==> src/rtl/intc_sched_pkg.sv <==
// intc_sched_pkg: shared defaults, FSM state codes and vector address helper
package intc_sched_pkg;
   localparam int          N_SRC_DEF      = 4;
   localparam logic [31:0] VEC_BASE_DEF   = 32'h0000_0100;
   localparam logic [31:0] VEC_STRIDE_DEF = 32'h0000_0010;
   localparam logic [1:0]  S_IDLE         = 2'd0;
   localparam logic [1:0]  S_ASSERT       = 2'd1;
   localparam logic [1:0]  S_SERVICE      = 2'd2;
   function automatic logic [31:0] vec_addr(input logic [31:0] base, input logic [31:0] stride, input logic [3:0] id);
      return base + 32'(id) * stride;
   endfunction
endpackage

==> src/rtl/intc_sched_if.sv <==
// intc_sched_if: completion events, mask port and CPU interrupt handshake
interface intc_sched_if #(parameter int N_SRC = intc_sched_pkg::N_SRC_DEF);
   localparam int ID_W = $clog2(N_SRC);
   logic [N_SRC-1:0] done;
   logic             iack;
   logic             eoi;
   logic             mask_we;
   logic [N_SRC-1:0] mask_wdata;
   logic             irq;
   logic [31:0]      PC_handler;
   logic [ID_W-1:0]  irq_id;
   logic [N_SRC-1:0] pending;
   logic             in_service;
   modport slave (input done, iack, eoi, mask_we, mask_wdata,
                  output irq, PC_handler, irq_id, pending, in_service);
   modport master (output done, iack, eoi, mask_we, mask_wdata,
                   input irq, PC_handler, irq_id, pending, in_service);
endinterface

==> src/rtl/intc_sched_rr_arbiter.sv <==
// intc_sched_rr_arbiter: combinational round-robin search starting at ptr with wrap
module intc_sched_rr_arbiter #(
   parameter int N = 4,
   localparam int W = $clog2(N)
) (
   input  logic [N-1:0] req,
   input  logic [W-1:0] ptr,
   output logic         gnt_valid,
   output logic [W-1:0] gnt_id
);
   int idx;
   // scan farthest-to-nearest so the request closest to ptr is the last one kept
   always_comb begin
      gnt_valid = 1'b0;
      gnt_id    = '0;
      idx       = 0;
      for (int k = N - 1; k >= 0; k--) begin
         idx = int'(ptr) + k;
         if (idx >= N) idx = idx - N;
         if (req[idx]) begin
            gnt_valid = 1'b1;
            gnt_id    = W'(idx);
         end
      end
   end
endmodule

==> src/rtl/intc_sched.sv <==
// intc_sched: captures done edges as pending events, masks them, and runs irq/iack/eoi
module intc_sched
   import intc_sched_pkg::*;
#(
   parameter int          N_SRC      = N_SRC_DEF,
   parameter logic [31:0] VEC_BASE   = VEC_BASE_DEF,
   parameter logic [31:0] VEC_STRIDE = VEC_STRIDE_DEF,
   localparam int         ID_W       = $clog2(N_SRC)
) (
   input  logic        clk,
   input  logic        rst,
   intc_sched_if.slave bus
);
   logic [1:0]       state;
   logic [N_SRC-1:0] done_q;
   logic [N_SRC-1:0] mask;
   logic [N_SRC-1:0] rise;
   logic [N_SRC-1:0] clr;
   logic [ID_W-1:0]  rr;
   logic [ID_W-1:0]  gnt_id;
   logic             gnt_valid;

   assign rise = bus.done & ~done_q;
   // a fresh edge on the source being acknowledged re-sets its pending bit
   assign clr  = (state == S_ASSERT && bus.iack) ? N_SRC'(1) << bus.irq_id : '0;

   intc_sched_rr_arbiter #(.N(N_SRC)) u_arb (
      .req       (bus.pending & ~mask),
      .ptr       (rr),
      .gnt_valid (gnt_valid),
      .gnt_id    (gnt_id)
   );

   // edge capture, pending accumulation and mask register
   always_ff @(posedge clk or negedge rst) begin
      if (!rst) begin
         done_q      <= '0;
         bus.pending <= '0;
         mask        <= '0;
      end else begin
         done_q      <= bus.done;
         bus.pending <= (bus.pending & ~clr) | rise;
         if (bus.mask_we) mask <= bus.mask_wdata;
      end
   end

   // grant / acknowledge / end-of-interrupt sequencing
   always_ff @(posedge clk or negedge rst) begin
      if (!rst) begin
         state          <= S_IDLE;
         bus.irq        <= 1'b0;
         bus.PC_handler <= '0;
         bus.irq_id     <= '0;
         bus.in_service <= 1'b0;
         rr             <= '0;
      end else begin
         case (state)
            S_IDLE: if (gnt_valid) begin
               bus.irq_id     <= gnt_id;
               bus.PC_handler <= vec_addr(VEC_BASE, VEC_STRIDE, 4'(gnt_id));
               bus.irq        <= 1'b1;
               state          <= S_ASSERT;
            end
            S_ASSERT: if (bus.iack) begin
               bus.irq        <= 1'b0;
               bus.in_service <= 1'b1;
               rr             <= (bus.irq_id == ID_W'(N_SRC - 1)) ? '0 : bus.irq_id + ID_W'(1);
               state          <= S_SERVICE;
            end
            S_SERVICE: if (bus.eoi) begin
               bus.in_service <= 1'b0;
               state          <= S_IDLE;
            end
            default: state <= S_IDLE;
         endcase
      end
   end
endmodule

==> src/flat_wrapper.sv <==
// flat-port wrapper written by rule: the top's interface ports become plain ports
module intc_sched_flat import intc_sched_pkg::*;
#(
   parameter int          N_SRC      = N_SRC_DEF,
   parameter logic [31:0] VEC_BASE   = VEC_BASE_DEF,
   parameter logic [31:0] VEC_STRIDE = VEC_STRIDE_DEF,
   localparam int         ID_W       = $clog2(N_SRC)
)
  (clk, rst, bus_done, bus_iack, bus_eoi, bus_mask_we, bus_mask_wdata, bus_irq, bus_PC_handler, bus_irq_id, bus_pending, bus_in_service);
  intc_sched_if #(.N_SRC(N_SRC)) bus_i ();
  input  logic clk;
  input  logic rst;
  input wire logic [$bits(bus_i.done)-1:0] bus_done;
  input wire logic [$bits(bus_i.iack)-1:0] bus_iack;
  input wire logic [$bits(bus_i.eoi)-1:0] bus_eoi;
  input wire logic [$bits(bus_i.mask_we)-1:0] bus_mask_we;
  input wire logic [$bits(bus_i.mask_wdata)-1:0] bus_mask_wdata;
  output wire logic [$bits(bus_i.irq)-1:0] bus_irq;
  output wire logic [$bits(bus_i.PC_handler)-1:0] bus_PC_handler;
  output wire logic [$bits(bus_i.irq_id)-1:0] bus_irq_id;
  output wire logic [$bits(bus_i.pending)-1:0] bus_pending;
  output wire logic [$bits(bus_i.in_service)-1:0] bus_in_service;
  assign bus_i.done = bus_done;
  assign bus_i.iack = bus_iack;
  assign bus_i.eoi = bus_eoi;
  assign bus_i.mask_we = bus_mask_we;
  assign bus_i.mask_wdata = bus_mask_wdata;
  assign bus_irq = bus_i.irq;
  assign bus_PC_handler = bus_i.PC_handler;
  assign bus_irq_id = bus_i.irq_id;
  assign bus_pending = bus_i.pending;
  assign bus_in_service = bus_i.in_service;
  intc_sched #(.N_SRC(N_SRC), .VEC_BASE(VEC_BASE), .VEC_STRIDE(VEC_STRIDE)) u_core (.clk(clk), .rst(rst), .bus(bus_i));
endmodule
==> config.mk <==
export PLATFORM = sky130hd
export DESIGN_NAME = intc_sched_flat
export DESIGN_NICKNAME = d
export VERILOG_FILES = /design/src/rtl/intc_sched_pkg.sv /design/src/rtl/intc_sched_if.sv /design/src/rtl/intc_sched_rr_arbiter.sv /design/src/rtl/intc_sched.sv /design/src/flat_wrapper.sv
export SDC_FILE = /design/constraint.sdc
export NUM_CORES = 1
export LEC_CHECK = 0
export ABC_AREA = 1
export ABC_CLOCK_PERIOD_IN_PS = 2400
export CORE_MARGIN = 1.5
export CORE_UTILIZATION = 40
export CTS_BUF_LIST = sky130_fd_sc_hd__clkbuf_8
export DETAILED_ROUTE_END_ITERATION = 12
export PLACE_DENSITY = 0.74
export RECOVER_POWER = 25
export SLEW_MARGIN = 10
export SYNTH_ARGS = -nofsm -noshare
export SYNTH_HDL_FRONTEND = slang
export SYNTH_HIERARCHICAL = 1
export SYNTH_SLANG_ARGS = --single-unit
==> constraint.sdc <==
create_clock -name clk -period 2.4 [get_ports clk]
set_clock_uncertainty 0.05 [all_clocks]
set_input_delay 0.48 -clock clk [delete_from_list [all_inputs] [get_ports clk]]
set_output_delay 0.48 -clock clk [all_outputs]
set_load 0.005 [all_outputs]
==> reports/summary.txt <==
status: complete, no violations
met1 usage: 16.8%
first-pass GRT wire length: 3550 um
largest net degree at the start of global routing: 22
layout cells sized above 1: 7.04%
Die X: 61.1 um
Seq cells post-synth: 21
CTS Sinks: 21
grt ovf: 0
footprint of the multi-input gates: 574 um2
Clock Latency Late Sink: 0.26 ns
Post-CTS Hold Buffers: 0
Worst path max stage delay: 0.55 ns
Final Max Slew Viols: 0
Routed wire per std cell: 8.34 um
CP max stage cell: clkdlybuf4s50_1
RSZ-0062 raised after global routing: no
Critical Path Start: u_core/bus.irq_id[0]
P&R area growth vs syn: 13.6%
Synth area leaders: dfrtp_1 39%, buf_4 17%, nand2_1 15%
Final Non-Filler Cells: 243
Synth area leader: dfrtp_1
Port Buf Inserts: 23
post_cts resized: 0
Global Route Usage Sum: 12.8%
commonest non-fill, non-tap cell in the layout: nand2_1
max-cap violation count: 0
clock-pin transition on the worst setup and hold timing paths: 0.07 ns
Inserted Diodes: 0
Post-CTS Setup Bufs: 0
Initial Utilization: 43.1%
Avg Synthesized Cell Area: 7.66 um2
R2R Path Start: u_core/rr[0]
Final period util: 75.0%
initial antenna violation count: 0
worst hold slack: 0.421 ns
Post-DP Area: 1490 um2
Yosys Warn Count: 6
worst slew pin tran: 1.05 ns
clk buf depth: 2
clock tree from TritonCTS: done
DIE AREA: 3730 um2
WP buf/inv: 1
Pleak: 0.853 nW
DP Cell Count: 239
GPL Wtd Cong: 0.828
TNS Setup: 0 ns
DP HPWL: 1690 um
met3 GRT Util: 3.78%
Worst slew margin: 29.7%
Vias/cell: 4.09
Num CTS Buffers: 3
Die H: 61.1 um
# fillers: 329
Critical Path Start Type: register
1st-pass router iterations: 4
drt drc: 0
Critical Path AT: 1.27 ns
worst vdd ir: 0.510 mV
final net count: 217
setup violators final: 0
FF-to-FF path depth: 11
mapped cell area: 1350 um2
sequential share of the synthesized area: 39.0%
fin crit period: 1.80 ns
P per Cell Area: 998 nW/um2
total power: 1.53 mW
post-synthesis cell count: 176
Synth cell types: 21
Root Buffer Master: clkbuf_8
vias in the first global route: 862
design area: 1530 um2
crit end category: output pin
DRT Wirelength: 2030 um
core area: 3130 um2
most frequent cells in the layout: 55 x nand2_1, 29 x conb_1, 23 x inv_1
worst setup path class: reg -> out
initial DRC count: 31
family with the most delay on the worst path: buffers and inverters
Worst EP required: 1.87 ns
busiest grt layer: met2
Crit Path Max Fanout: 7
row count: 20
Max Clk Rate: 0.556 GHz
I/O Pins: 53
Seq. cell area: 526 um2
Yosys top cell area share: 39.0%
crit path to: bus_PC_handler[4]
Post-DRT Antenna Nets: 0
Fin. Hold Viols: 0
htree depth: 1
Critical Path, Cell by Cell: clkdlybuf4s50_1
cell count along the critical path: 1
reg-to-reg slack, setup: 0.85 ns
r2r endpoint: u_core/bus.irq_id[0]
detailed-route via count: 993
met2 usage: 20.2%
worst hold path type: reg -> reg
worst register-to-register path, delay by kind of cell (launching register included):
| kind | cells | cell delay, ns |
|---|---|---|
| buffers and inverters | 2 | 0.20 |
| flip-flops | 1 | 0.55 |
| AND/OR/NAND/NOR | 9 | 0.67 |
cell usage after synthesis (all sizes together):
library cell   n
clkinv         1
conb           1
nor2           8
nand4          4
inv           25
o21ai          8
ha             4
nand2         58
buf           33
nand3         10
a21oi          1
and2           1
dfrtp         21
a21boi         1
cell families after synthesis:
family / Yosys count / synth area share (%)
simple gates: 81 / 26.6
buf+inv: 59 / 26.3
flops: 21 / 39.0
compound gates: 10 / 4.17
fa+ha+maj: 4 / 3.71
other cells: 1 / 0.278
registers in the layout (all words and copies together) (netlist names):
signal	count
u_core/bus.irq_id	1
u_core/bus.pending	4
u_core/rr	2
u_core/bus.irq	1
u_core/bus.PC_handler	2
u_core/state	2
u_core/bus.in_service	1
u_core/done_q	4
u_core/mask	4
area by class of cell:
class                   instances  share of cell area, %
clock buffers                   3                   2.69
well taps                      44                   3.59
clock inverters                 1                  0.245
flip-flops and latches         21                   34.3
repair buffers                 24                   15.3
multi-input cells             124                   37.5
inverters                      26                   6.45
layer usage:
layer	up-vias	part of all wire [%]
met3	4	5.4
met2	34	48
met1	438	45
li1	517	-
met5	-	0
met4	0	1.5
through the flow:
step | worst slack [ns] | util (%)
4_1_cts | 0.578 | 49.1
5_1_grt | 0.499 | 49.0
2_1_floorplan | 1.08 | -
3_5_place_dp | 0.844 | 47.7
3_3_place_gp | 0.850 | 47.7
6_report | 0.600 | 49.0
worst min-delay path by stage:
stage                             startpoint                       end  slack (ns)  cells past startpoint
finish                        u_core/bus.irq            u_core/bus.irq        0.42                      2
global route        u_core/bus.PC_handler[8]  u_core/bus.PC_handler[8]        0.45                      2
CTS                    u_core/bus.in_service     u_core/bus.in_service        0.43                      2
detailed placement     u_core/bus.in_service     u_core/bus.in_service        0.41                      2
global placement       u_core/bus.in_service     u_core/bus.in_service        0.41                      2
floorplan                                rst  u_core/bus.PC_handler[5]        0.13                      0
power breakdown:
part | internal (mW) | leakage (nW) | switching [mW] | total, mW
sequential | 0.448 | 0.237 | 0.138 | 0.586
combinational | 0.337 | 0.589 | 0.389 | 0.726
clock | 0.114 | 0.0269 | 0.104 | 0.218
Power figures use the tool's default switching activity.
